--- src/rtl/mdio_pkg.sv ---
// Shared types and Clause 22 frame layout for the MDIO management master.
package mdio_pkg;

    typedef enum logic [2:0] {
        RST_HOLD,
        RST_WAIT,
        IDLE,
        FRAME,
        DONE
    } state_t;

    localparam logic [1:0] OP_WRITE = 2'b01;
    localparam logic [1:0] OP_READ  = 2'b10;
    localparam logic [1:0] ST       = 2'b01;

    localparam int FRAME_BITS = 64;
    localparam int ST_BIT     = 32;
    localparam int OP_BIT     = 34;
    localparam int PHYAD_BIT  = 36;
    localparam int REGAD_BIT  = 41;
    localparam int TA_BIT     = 46;
    localparam int DATA_BIT   = 48;

    // Reads carry ones in TA/data so the line idles high if ever driven there.
    function automatic logic [FRAME_BITS-1:0] build_frame(
        input logic        write,
        input logic [4:0]  phyad,
        input logic [4:0]  regad,
        input logic [15:0] wdata
    );
        return {32'hFFFF_FFFF, ST, (write ? OP_WRITE : OP_READ), phyad, regad,
                (write ? 2'b10 : 2'b11), (write ? wdata : 16'hFFFF)};
    endfunction

endpackage

--- src/rtl/mdio_clk_gen.sv ---
// MDC generator: free-runs only while enabled, parks low otherwise, and
// flags the cycles on which MDC is about to rise or fall.
module mdio_clk_gen #(
    parameter int CLK_DIV = 40
) (
    input  logic clk_200,
    input  logic sys_rstn,
    input  logic en,
    output logic mdc,
    output logic fall_stb,
    output logic rise_stb
);

    localparam int DIV_W = (CLK_DIV > 2) ? $clog2(CLK_DIV) : 1;
    localparam logic [DIV_W-1:0] DIV_LAST = DIV_W'(CLK_DIV - 1);

    logic [DIV_W-1:0] div_cnt;
    logic             half_done;

    assign half_done = en && (div_cnt == DIV_LAST);
    assign rise_stb  = half_done && !mdc;
    assign fall_stb  = half_done && mdc;

    always_ff @(posedge clk_200) begin
        if (!sys_rstn || !en) begin
            div_cnt <= '0;
            mdc     <= 1'b0;
        end else if (div_cnt == DIV_LAST) begin
            div_cnt <= '0;
            mdc     <= ~mdc;
        end else begin
            div_cnt <= div_cnt + 1'b1;
        end
    end

endmodule

--- src/rtl/mdio_phy_master.sv ---
// Clause 22 MDIO master with PHY reset sequencing; a lost clock lock or
// system reset aborts any frame and restarts the PHY reset sequence.
module mdio_phy_master
    import mdio_pkg::*;
#(
    parameter int CLK_DIV         = 40,
    parameter int PHY_RST_CYCLES  = 2_000_000,
    parameter int PHY_WAIT_CYCLES = 1_000_000
) (
    input  logic        clk_200,
    input  logic        sys_rstn,
    input  logic        i_lock,
    input  logic        cmd_valid,
    output logic        cmd_ready,
    input  logic        cmd_write,
    input  logic [4:0]  cmd_phyad,
    input  logic [4:0]  cmd_regad,
    input  logic [15:0] cmd_wdata,
    output logic        rsp_valid,
    output logic [15:0] rsp_rdata,
    output logic        rsp_err,
    output logic        phy_resetn,
    output logic        phy_ready,
    output logic        mdc,
    output logic        mdio_o,
    output logic        mdio_t,
    input  logic        mdio_i
);

    localparam logic [31:0] RST_LAST  = 32'(PHY_RST_CYCLES - 1);
    localparam logic [31:0] WAIT_LAST = 32'(PHY_WAIT_CYCLES - 1);
    localparam logic [5:0]  LAST_BIT  = 6'(FRAME_BITS - 1);
    localparam logic [5:0]  TA_SAMPLE = 6'(TA_BIT + 1);
    localparam logic [5:0]  TRI_FROM  = 6'(TA_BIT - 1);

    state_t                  state;
    state_t                  next_state;
    logic                    abort;
    logic                    mdc_en;
    logic                    fall_stb;
    logic                    rise_stb;
    logic [31:0]             seq_cnt;
    logic [5:0]              bit_cnt;
    logic [FRAME_BITS-1:0]   frame_word;
    logic [FRAME_BITS-1:0]   shreg;
    logic [15:0]             rd_shift;
    logic                    ta_bit;
    logic                    is_read;

    assign abort      = !sys_rstn || !i_lock;
    assign mdc_en     = (state == FRAME) && !abort;
    assign frame_word = build_frame(cmd_write, cmd_phyad, cmd_regad, cmd_wdata);

    assign cmd_ready  = (state == IDLE);
    assign phy_ready  = (state == IDLE) || (state == FRAME) || (state == DONE);
    assign phy_resetn = (state != RST_HOLD);
    assign rsp_valid  = (state == DONE);

    mdio_clk_gen #(
        .CLK_DIV (CLK_DIV)
    ) u_clk_gen (
        .clk_200  (clk_200),
        .sys_rstn (sys_rstn),
        .en       (mdc_en),
        .mdc      (mdc),
        .fall_stb (fall_stb),
        .rise_stb (rise_stb)
    );

    always_ff @(posedge clk_200) begin
        if (!sys_rstn) begin
            state <= RST_HOLD;
        end else begin
            state <= next_state;
        end
    end

    always_comb begin
        next_state = state;
        if (!i_lock) begin
            next_state = RST_HOLD;
        end else begin
            case (state)
                RST_HOLD: if (seq_cnt == RST_LAST)  next_state = RST_WAIT;
                RST_WAIT: if (seq_cnt == WAIT_LAST) next_state = IDLE;
                IDLE:     if (cmd_valid)            next_state = FRAME;
                FRAME:    if (fall_stb && (bit_cnt == LAST_BIT)) next_state = DONE;
                DONE:     next_state = IDLE;
                default:  next_state = RST_HOLD;
            endcase
        end
    end

    always_ff @(posedge clk_200) begin
        if (abort) begin
            seq_cnt   <= '0;
            bit_cnt   <= '0;
            shreg     <= '1;
            rd_shift  <= '0;
            ta_bit    <= 1'b0;
            is_read   <= 1'b0;
            mdio_o    <= 1'b1;
            mdio_t    <= 1'b1;
            rsp_rdata <= '0;
            rsp_err   <= 1'b0;
        end else begin
            case (state)
                RST_HOLD: seq_cnt <= (seq_cnt == RST_LAST)  ? '0 : seq_cnt + 32'd1;
                RST_WAIT: seq_cnt <= (seq_cnt == WAIT_LAST) ? '0 : seq_cnt + 32'd1;
                IDLE: begin
                    // Bit 0 is presented on the accept edge so it is on the
                    // pad for the whole first MDC low phase.
                    if (cmd_valid) begin
                        mdio_o  <= frame_word[FRAME_BITS-1];
                        mdio_t  <= 1'b0;
                        shreg   <= {frame_word[FRAME_BITS-2:0], 1'b1};
                        bit_cnt <= '0;
                        is_read <= !cmd_write;
                    end
                end
                FRAME: begin
                    if (rise_stb) begin
                        if (bit_cnt == TA_SAMPLE) ta_bit <= mdio_i;
                        rd_shift <= {rd_shift[14:0], mdio_i};
                    end
                    if (fall_stb) begin
                        if (bit_cnt == LAST_BIT) begin
                            mdio_o    <= 1'b1;
                            mdio_t    <= 1'b1;
                            rsp_rdata <= is_read ? rd_shift : 16'h0000;
                            rsp_err   <= is_read && ta_bit;
                        end else begin
                            mdio_o  <= shreg[FRAME_BITS-1];
                            shreg   <= {shreg[FRAME_BITS-2:0], 1'b1};
                            mdio_t  <= is_read && (bit_cnt >= TRI_FROM);
                            bit_cnt <= bit_cnt + 6'd1;
                        end
                    end
                end
                default: ;
            endcase
        end
    end

endmodule
--- config.mk ---
export PLATFORM = sky130hd
export DESIGN_NAME = mdio_phy_master
export DESIGN_NICKNAME = d
export VERILOG_FILES = /design/src/rtl/mdio_pkg.sv /design/src/rtl/mdio_clk_gen.sv /design/src/rtl/mdio_phy_master.sv
export SDC_FILE = /design/constraint.sdc
export NUM_CORES = 1
export LEC_CHECK = 0
export CORE_MARGIN = 5
export CORE_UTILIZATION = 58
export DETAILED_ROUTE_END_ITERATION = 12
export HOLD_SLACK_MARGIN = 0.03
export PLACE_DENSITY = 0.78
export SLEW_MARGIN = 20
export SYNTH_ARGS = -nofsm -noshare
export SYNTH_HDL_FRONTEND = slang
export SYNTH_SLANG_ARGS = --single-unit
export TNS_END_PERCENT = 100
--- constraint.sdc ---
create_clock -name clk_200 -period 3.6 [get_ports clk_200]
set_clock_uncertainty 0.15 [all_clocks]
set_input_delay 0.54 -clock clk_200 [delete_from_list [all_inputs] [get_ports clk_200]]
set_output_delay 0.54 -clock clk_200 [all_outputs]
set_load 0.02 [all_outputs]
# Yosys cells after proc, flatten, opt, wreduce, memory -nomap -nowiden
# Cells that the tools add are included.
[totals]
regBits = 149
wordCells = 91
[op_classes]
addsub = 3
n_lt_le_gt_ge = 1
n_eq_ne = 15
muxes = 28
n_bitwise = 1
n_reduce_logical = 30
[op_table]
columns = ["operator", "count"]
rows = [
  ["64-bit 2-to-1 mux", 3],
  ["64-bit case mux with 2 select lines", 1],
  ["32-bit 2-to-1 mux", 2],
  ["32-bit case mux with 2 select lines", 1],
  ["32-bit by 1-bit adder with 32-bit output (second input constant)", 1],
  ["32-bit by 20-bit equality test with 1-bit output (second input constant)", 1],
  ["32-bit by 21-bit equality test with 1-bit output (second input constant)", 1],
  ["16-bit 2-to-1 mux", 2],
  ["6-bit equality test (second input constant)", 3],
  ["6-bit 2-to-1 mux", 3],
  ["3-bit case mux with 5 select lines", 1],
  ["6-bit by 1-bit adder with 6-bit output (second input constant)", 2],
  ["3-bit 2-to-1 mux", 4],
  ["6-bit case mux with 2 select lines", 1],
  ["2-bit != test (second input constant)", 5],
  ["3-bit AND reduction", 3],
  ["4-bit AND reduction", 2],
  ["1-bit logical AND", 7],
  ["1-bit 2-to-1 mux", 7],
  ["3-bit by 2-bit equality test with 1-bit output (second input constant)", 2],
  ["6-bit greater-or-equal comparator (second input constant)", 1],
  ["1-bit logical NOT", 6],
  ["2-bit AND reduction", 3],
  ["1-bit logical OR", 4],
  ["other kinds (10)", 12],
]

# Depth between registers and ports, before layout
[logic_depth]
word_depth = 9
mapped_depth = 9
depth_no_buf = 7

# By module
# From an unflattened synthesis, not the netlist that was laid out.
[unflattened]
cells_unflattened = 696
hier_area_um2 = 5960.7
[by_module_without_submodules]
columns = ["mod", "instances", "cells_each", "area_per_inst_um2", "seq_area_each_um2"]
rows = [
  ["mdio_phy_master", 1, 663, 5662.9, 2822.7],
  ["mdio_clk_gen", 1, 33, 297.8, 140.1],
]

# Worst setup path after synthesis
# No wires, ideal clock.
[synth_timing]
kind = "flip-flop to output port"
startpoint = "register state[2]"
endpoint = "output port phy_ready"
arrival_time_ps = 1398
required_ps = 2910
setup_slack_ps = 1512
path_stages_with_launch = 4
path_buffers = 1
cell_sequence = "dfxtp_1 buf_6 nor3b_1 o21bai_1"
[synth_lines]
columns = ["element", "line", "source"]
rows = [
  ["from (decl)", "mdio_phy_master.sv:36", "state_t state;"],
  ["from (signal assigned)", "mdio_phy_master.sv:74", "state <= next_state;"],
  ["3-bit equality test", "--", ""],
  ["named net rsp_valid", "mdio_phy_master.sv:19", "output logic rsp_valid,"],
  ["1-bit logical OR", "mdio_phy_master.sv:55", "assign phy_ready = (state == IDLE) || (state == FRAME) || (state == DONE);"],
  ["to (decl)", "mdio_phy_master.sv:23", "output logic phy_ready,"],
]
# The timed path passes the listed nets, and every way through them passes these cells.

# Worst setup path after layout
[layout_timing]
startpoint = "register state[2]"
endpoint = "output port phy_ready"
[layout_via]
elab_chain_len = 3
[layout_rtl]
columns = ["element", "line"]
rows = [
  ["3-bit by 2-bit equality test with 1-bit output", "mdio_phy_master.sv:55"],
  ["1-bit logical OR", "mdio_phy_master.sv:55"],
  ["1-bit logical OR *", "mdio_phy_master.sv:55"],
]
# Mark *: on every way between the ends. The rest lies on a longest branch, timed or not.

==> out/metrics.cfg <==
[finish]
final_util_pct=70.2
mostFrequentLayoutCells=161 x nand2_1, 148 x dfxtp_1, 91 x nand3_1, 57 x nor2_1, 55 x clkdlybuf4s50_1
final_common_cell=nand2_1
stdcell_count=917
diodes=0
area_delta_synth_final_pct=17.8
fillers=785
drive_gt1_share_pct=7.43
nets=805

[place]
dp_cells=885
dp_hpwl_um=8710
dp_slack_ns=0.690
portBuffers=55
gp_congestion=0.874

[global_route]
grt_pass1_wl_um=23300
grt_pass1_vias=4941
overflow=0
grt_antenna_before_repair=0
grt_max_degree=66
grtUsageTotal_pct=21.8

[floorplanning]
dieArea_um2=12800
start_util_pct=59.6
fp.dieW_um=113
die_y_um=113
coreArea_um2=10400
io_pins=56
num_rows=37

[logic_synthesis]
synth_area_per_cell_um2=8.38
netlist_area_um2=6180
ys.flop_type=dfxtp_1
synth_seq_cells=148
syn_nets=774
seq_area_frac_synth_pct=47.9
yosys_warnings=0
synth-edff-count=0
synthCells=737
async_flop_share_pct=0
ys_types=56

[detailed_routing]
antenna_left=0
num_vias=5257
drt_iter0_drc=453
wl_per_cell_um=14.8
vias_per_cell=5.73
routed_wl_um=13600
drc=0
firstDrtPassIters=6

[critical_path]
cpLargestDelayFamily=buffers and inverters
critical_path_buf_inv_count=1
worstSetupPathType=reg2out
crit_required_ns=2.91
arrival_ns=2.35
worstPathMaxFanout=12
start_kind=register
worst_path_max_delay_cell=clkdlybuf4s50_1
cpPeakStageDelay_ns=0.67
crit_chain=nor3b_1 -> o21bai_1 -> clkdlybuf4s50_1
crit_path_end_kind=output port

[clocking]
insertion_delay_ns=0.53
cts_tree=yes
postCtsHoldBufs=0
path_clk_slew_ns=0.07
htreeDepth=4
cts_root_buf=clkbuf_8
clock_sinks=148
cts_post_setup_buffers_inserted=0
cts_made_buffers=17
clockBufferDepth=2
cts.repair.resized=0

[sta]
worstMarginPinSlew_ns=0.965
fin_crit_ns=3.04
relSlewSlack_pct=35.7
setup_viol=0
min_period_over_period_pct=84.4
setup_ws_ns=0.561
fmax_mhz=329
timing.hold.ws_ns=0.293
tns_ns=0
hold_violations=0
grt_setup_unrepaired=false
drv_slew=0

[run_status]
status=completed

[power]
p_leak_nw=2.77
ir_drop_mv=0.249
pwr_density_cell_nw_per_um2=479

[min_path]
hold_path.class=reg2reg

[job]
drv_cap=0

-- cell type report --
cell class	count	area, um2	share of cell area, %
Sequential cell	148	2960	40.7
Tap cell	136	170	2.34
Clock inverter	14	176	2.42
Timing Repair Buffer	62	603	8.29
Multi-Input combinational cell	533	2930	40.2
Inverter	6	22.5	0.309
Clock buffer	18	418	5.74
-- worst register-to-register path, delay by kind of cell (launching register included) --
kind / cells / cell delay, ns
AOI/OAI and AO/OA: 2 / 0.93
and+or+nand+nor: 3 / 0.59
DFF: 1 / 0.42
buffers and inverters: 1 / 0.32
adders and majority gates: 1 / 0.22
-- report_power, final --
| group | internal, mW | switching, mW |
|---|---|---|
| registers | 1.64 | 0.000990 |
| logic | 0.0383 | 0.0367 |
| clock network | 1.06 | 0.707 |
-- stage by stage --
stage | power, mW | area [um2]
global placement | 1.75 | 6680
floorplan | 1.71 | 6180
detailed placement | 1.75 | 6680
global route | 3.59 | 7280
CTS | 3.50 | 7280
finish | 3.48 | 7280
-- registers in the layout, indices dropped and copies added, names as in the netlist --
register and flops:
bit_cnt 6, is_read 1, mdio_o 1, mdio_t 1, rd_shift 16, rsp_err 1, rsp_rdata 16, seq_cnt 32
shreg 63, state 3, ta_bit 1, u_clk_gen.div_cnt 6, u_clk_gen.mdc 1
-- final timing paths --
path / slack (ns) / to / start / depth (start not counted)
setup / recovery: 0.56 / phy_ready / state[2] / 3
hold / removal: 0.29 / shreg[28] / shreg[28] / 2
setup reg to reg: 0.92 / shreg[15] / bit_cnt[0] / 7
hold reg to reg: 0.29 / shreg[28] / shreg[28] / 2
-- synthesized netlist by cell type (10+ instances only) --
library cell    n  area (um2)
nand4_1        14        87.6
clkbuf_1       22        82.6
a22oi_1        16         120
nor2_1         57         214
dfxtp_1       148        2960
nand2_1       162         608
nand3_1        91         455
xor2_1         18         158
nor4_1         12        75.1
o21ai_0        17        85.1
xnor2_1        20         175
buf_2          12        60.1
a221oi_1       10        87.6
a21oi_1        40         200
-- metal layers --
layer,global-route usage [%],part of all wire [%],vias up
li1,-,-,2606
met1,28.2,45,2495
met2,36.1,49,131
met3,5.13,4.7,25
met4,6.65,1.5,0
met5,0,0,-
-- kinds of logic after synthesis --
kind of cell	synth area share (%)
adders and majority gates	1.01
buffers and inverters	4.82
AOI/OAI and AO/OA	9.94
muxes	0.324
xor gates and xnor gates	5.39
DFF	47.9
and+or+nand+nor	30.6
Power figures use the tool's default switching activity.
